===== src/rtl/digit_shift_pkg.sv =====
// rtl/digit_shift_pkg.sv - opcodes and cell mux selects for the digit-entry shift register
package digit_shift_pkg;

  localparam int OP_W    = 3;
  localparam int BCD_MAX = 9;

  localparam logic [OP_W-1:0] OP_HOLD = 3'd0;
  localparam logic [OP_W-1:0] OP_PUSH = 3'd1;
  localparam logic [OP_W-1:0] OP_POP  = 3'd2;
  localparam logic [OP_W-1:0] OP_LOAD = 3'd3;
  localparam logic [OP_W-1:0] OP_CLR  = 3'd4;

  typedef enum logic [1:0] {
    SEL_HOLD,
    SEL_LOWER,
    SEL_UPPER,
    SEL_LOAD
  } cell_sel_e;

endpackage


===== src/rtl/digit_cell.sv =====
// rtl/digit_cell.sv - one digit register with hold/shift-up/shift-down/load next-value mux
module digit_cell
  import digit_shift_pkg::*;
#(
  parameter int DIGIT_W = 4
) (
  input  logic               CLK,
  input  logic               RST,
  input  cell_sel_e          sel,
  input  logic [DIGIT_W-1:0] from_lower,
  input  logic [DIGIT_W-1:0] from_upper,
  input  logic [DIGIT_W-1:0] load_val,
  output logic [DIGIT_W-1:0] q
);

  always_ff @(posedge CLK or negedge RST) begin
    if (!RST) begin
      q <= '0;
    end else begin
      case (sel)
        SEL_LOWER: q <= from_lower;
        SEL_UPPER: q <= from_upper;
        SEL_LOAD:  q <= load_val;
        default:   q <= q;
      endcase
    end
  end

endmodule


===== src/rtl/digit_shift_reg.sv =====
// rtl/digit_shift_reg.sv - keypad digit-entry shift register with backspace, load, clear and flags
module digit_shift_reg
  import digit_shift_pkg::*;
#(
  parameter int DIGIT_W  = 4,
  parameter int DEPTH    = 4,
  parameter int BCD      = 1,
  parameter int OVF_MODE = 0
) (
  input  logic                       CLK,
  input  logic                       RST,
  input  logic                       Ce,
  input  logic [OP_W-1:0]            Op,
  input  logic [DIGIT_W-1:0]         Din,
  input  logic [DIGIT_W*DEPTH-1:0]   Pin,
  output logic [DIGIT_W*DEPTH-1:0]   Dout,
  output logic [$clog2(DEPTH+1)-1:0] count,
  output logic                       full,
  output logic                       empty,
  output logic                       err
);

  localparam int            CW      = $clog2(DEPTH + 1);
  localparam logic [CW-1:0] CNT_MAX = CW'(DEPTH);

  cell_sel_e     sel;
  logic          clr;
  logic          err_nxt;
  logic          din_bad;
  logic          pin_bad;
  logic [CW-1:0] count_nxt;

  assign full  = (count == CNT_MAX);
  assign empty = (count == '0);

  always_comb begin
    din_bad = (BCD != 0) && (int'(Din) > BCD_MAX);
    pin_bad = 1'b0;
    for (int k = 0; k < DEPTH; k++) begin
      if ((BCD != 0) && (int'(Pin[k*DIGIT_W +: DIGIT_W]) > BCD_MAX)) pin_bad = 1'b1;
    end
  end

  // A rejected operation leaves every digit and the count untouched.
  always_comb begin
    sel       = SEL_HOLD;
    clr       = 1'b0;
    count_nxt = count;
    err_nxt   = 1'b0;
    if (Ce) begin
      case (Op)
        OP_HOLD: ;
        OP_PUSH: begin
          if (din_bad || (full && OVF_MODE == 0)) begin
            err_nxt = 1'b1;
          end else begin
            sel = SEL_LOWER;
            if (!full) count_nxt = count + CW'(1);
          end
        end
        OP_POP: begin
          if (empty) begin
            err_nxt = 1'b1;
          end else begin
            sel       = SEL_UPPER;
            count_nxt = count - CW'(1);
          end
        end
        OP_LOAD: begin
          if (pin_bad) begin
            err_nxt = 1'b1;
          end else begin
            sel       = SEL_LOAD;
            count_nxt = CNT_MAX;
          end
        end
        OP_CLR: begin
          sel       = SEL_LOAD;
          clr       = 1'b1;
          count_nxt = '0;
        end
        default: err_nxt = 1'b1;
      endcase
    end
  end

  always_ff @(posedge CLK or negedge RST) begin
    if (!RST) begin
      count <= '0;
      err   <= 1'b0;
    end else begin
      count <= count_nxt;
      err   <= err_nxt;
    end
  end

  for (genvar k = 0; k < DEPTH; k++) begin : g_cell
    logic [DIGIT_W-1:0] lower;
    logic [DIGIT_W-1:0] upper;
    logic [DIGIT_W-1:0] load_val;

    if (k == 0) begin : g_bot
      assign lower = Din;
    end else begin : g_mid_lo
      assign lower = Dout[(k-1)*DIGIT_W +: DIGIT_W];
    end

    if (k == DEPTH - 1) begin : g_top
      assign upper = '0;
    end else begin : g_mid_hi
      assign upper = Dout[(k+1)*DIGIT_W +: DIGIT_W];
    end

    assign load_val = clr ? '0 : Pin[k*DIGIT_W +: DIGIT_W];

    digit_cell #(.DIGIT_W(DIGIT_W)) u_cell (
      .CLK        (CLK),
      .RST        (RST),
      .sel        (sel),
      .from_lower (lower),
      .from_upper (upper),
      .load_val   (load_val),
      .q          (Dout[k*DIGIT_W +: DIGIT_W])
    );
  end

endmodule


===== config.mk =====
export PLATFORM = sky130hd
export DESIGN_NAME = digit_shift_reg
export DESIGN_NICKNAME = d
export VERILOG_FILES = /design/src/rtl/digit_shift_pkg.sv /design/src/rtl/digit_cell.sv /design/src/rtl/digit_shift_reg.sv
export SDC_FILE = /design/constraint.sdc
export NUM_CORES = 1
export LEC_CHECK = 0
export ABC_AREA = 1
export CAP_MARGIN = 20
export CORE_MARGIN = 5
export CORE_UTILIZATION = 50
export CTS_BUF_LIST = sky130_fd_sc_hd__clkbuf_4
export CTS_CLUSTER_SIZE = 40
export DETAILED_ROUTE_END_ITERATION = 8
export PLACE_DENSITY = 0.83
export SYNTH_ARGS = -nofsm -noshare
export SYNTH_HDL_FRONTEND = slang
export SYNTH_SLANG_ARGS = --single-unit
export TNS_END_PERCENT = 50

===== constraint.sdc =====
create_clock -name CLK -period 4.25 [get_ports CLK]
set_clock_uncertainty 0.2 [all_clocks]
set_input_delay 0.85 -clock CLK [delete_from_list [all_inputs] [get_ports CLK]]
set_output_delay 0.85 -clock CLK [all_outputs]
set_load 0.02 [all_outputs]

==> metrics.yaml <==
synth_area_mm2: 0.00172
tns_ns: 0
wl_um: 4290
p_leak_nw: 1.06
ys_seq_elements: 20
setup_viol: 0
drtAntennaViolNets: 0
worstSetupPathType: "primary input to register"
vias_per_cell: 4.99
power.share.sequential: 0.319
drcViolationCount: 0
numPortBuffers: 47
synthMuxAreaShare: 0
p_sw_mw: 0.511
final_cell_mix: "nand2_1, clkdlybuf4s50_1, inv_1, nand4_1, dfrtp_1"
fin_cells: 341
first_global_vias: 1578
rsz0062_at_grt: "no"
hold-worst-slack_ns: 0.331
slew_violations: 0
grt_max_degree: 34
areaGrowthSynthToFinish_pct: 26.9
cp_data_required_time_ns: 4.26
clock_path_buffers: 2
cts_sinks: 20
root_buffer: "clkbuf_4"
outcome: "completed"
grt_usage: 0.196
clkTransAtPathRegs_ns: 0.12
min_period_over_period: 0.701
dp_cells: 337
yosys.area_share.simple: 0.466
rows: 21
synth_top_family_by_area: "simple AND/OR/NAND/NOR gates"
clkPwrFrac: 0.085
worstSkewPairLatency_ns: 0.31
start_kind: "primary input"
grt_pass1_wl_um: 7140
tritoncts: "done"
gr-total-overflow: 0
synth-xor-area-share: 0.00510
io_pins: 48
syn_area_per_cell_um2: 6.68
netSwitchingFraction: 0.451
post-cts-setup-buffers: 0
comb_power_share: 0.596
cts_hold_buf: 0
dr.pass1.iters: 4
post_drt_wl_per_cell_um: 12.6
period_needed_ns: 2.98
drive_above_1_share: 0.115
insertedDiodeCount: 0
max-vdd-ir-drop_mv: 0.302
arrival_ns: 2.98
critPathMaxFanout: 27
fin_nets: 323
hold_class: "register to register"
synth_adder_area_share: 0.0117
cap_violations: 0
antenna_found_initial: 0
drt_iter0_markers: 111
p_per_area_mw_per_mm2: 520
globalplace.congestion: 0.852
postCtsResizedCells: 0
die-area_mm2: 0.00471
fmax_ghz: 0.336
netlist-cell-type-count: 33
internal_power_mw: 0.622
numCtsBuffers: 3
vias: 1702
die_h_um: 68.6
final_common_cell: "nand2_1"
seq_area_frac_synth: 0.292
hpwl_um: 3230
slew_headroom: 0.395
finalHoldViolations: 0
cp-end-kind: "register"
die_x_um: 68.6
syn-num-nets: 284
synth_compound_area_frac: 0.0583
tightest_slew_ns: 0.905
htreeDepth: 1
ys.warnings.count: 0
initial_utilization: 0.514
core_area_mm2: 0.00334
synth_cells: 257
reg2reg_setup_slack_ns: 1.86
[state kept, by name, summed over array words and instances (netlist names)]
name and flops:
g_cell.u_cell.q 16, err 1, count 3
[per-layer routing]
| layer | up-vias | part of all wire | global-route usage |
|---|---|---|---|
| li1 | 896 | - | - |
| met1 | 753 | 0.46 | 0.272 |
| met2 | 48 | 0.47 | 0.313 |
| met3 | 5 | 0.065 | 0.0373 |
| met4 | 0 | 0.0051 | 0.0447 |
| met5 | - | 0 | 0 |
[through the flow]
| stage | setup WS, ns | cell area [um2] | utilization | total power, mW |
|---|---|---|---|---|
| after global placement | 1.07 | 2150 | 0.645 | 1.03 |
| after CTS | 1.32 | 2180 | 0.653 | 1.14 |
| final | 1.27 | 2180 | 0.653 | 1.13 |
| after global routing | 1.12 | 2180 | 0.653 | 1.22 |
| after detailed placement | 1.01 | 2150 | 0.645 | 1.04 |
| after floorplan | 1.98 | 1720 | - | 0.762 |
[path summary, 6_finish.rpt]
kind | start | endpoint | cells past startpoint
max | Op[2] | g_cell[3].u_cell.q[2] | 9
min | g_cell[3].u_cell.q[1] | g_cell[3].u_cell.q[1] | 2
min reg2reg | g_cell[3].u_cell.q[1] | g_cell[3].u_cell.q[1] | 2
max in group asynchronous | RST | count[1] | 1
min in group asynchronous | RST | g_cell[0].u_cell.q[0] | 1
max reg2reg | count[2] | g_cell[3].u_cell.q[2] | 6
[cell usage after synthesis]
master / n / area [um2]
a21oi_1: 3 / 15.0
a21oi_2: 1 / 8.76
buf_12: 1 / 20.0
buf_2: 7 / 35.0
buf_4: 2 / 15.0
buf_6: 2 / 22.5
clkbuf_1: 2 / 7.51
clkinv_1: 11 / 41.3
dfrtp_1: 20 / 500
fa_1: 1 / 20.0
inv_1: 33 / 124
inv_2: 6 / 22.5
nand2_1: 54 / 203
nand2_2: 11 / 68.8
nand2_4: 1 / 11.3
nand3_1: 18 / 90.1
nand3_2: 2 / 20.0
nand3b_1: 1 / 7.51
nand3b_2: 1 / 11.3
nand4_1: 33 / 206
nor2_1: 17 / 63.8
nor2_2: 2 / 12.5
nor2_4: 1 / 11.3
nor2_8: 1 / 20.0
nor3_1: 1 / 5.00
o21a_1: 3 / 22.5
o21ai_0: 5 / 25.0
o21ai_1: 4 / 20.0
o21ai_2: 1 / 8.76
or2_0: 4 / 25.0
or2_1: 4 / 25.0
or2_2: 3 / 18.8
xnor2_1: 1 / 8.76
[area by class of cell]
type | instances | area [um2]
clock buffers | 3 | 22.5
clock inverters | 1 | 3.75
fillers | 323 | 1160
inverters | 50 | 188
multi-input cells | 173 | 928
flip-flops and latches | 20 | 500
well taps | 46 | 57.6
repair buffers | 48 | 478
[cells by family after synthesis]
| logic type | count (synthesis) |
|---|---|
| AOI/OAI and AO/OA | 17 |
| xor gates and xnor gates | 1 |
| adders and majority gates | 1 |
| buffers and inverters | 64 |
| DFF | 20 |
| and+or+nand+nor | 154 |
[power by group through the flow]
stage,clock network [mW],logic [mW],registers [mW]
4_1_cts,0.0999,0.679,0.363
3_5_place_dp,0,0.675,0.367
2_1_floorplan,0,0.308,0.454
6_report,0.0966,0.675,0.362
3_3_place_gp,0,0.667,0.365
5_1_grt,0.107,0.738,0.378
[critical path, stage by stage]
cell	delay, ns
clkdlybuf4s50_1	0.49
inv_2	0.07
nand2_2	0.11
nor2_1	0.08
nand2_1	0.30
nand3_2	0.49
nand3_1	0.36
nor2_1	0.07
o21a_1	0.16
Power figures use the tool's default switching activity.
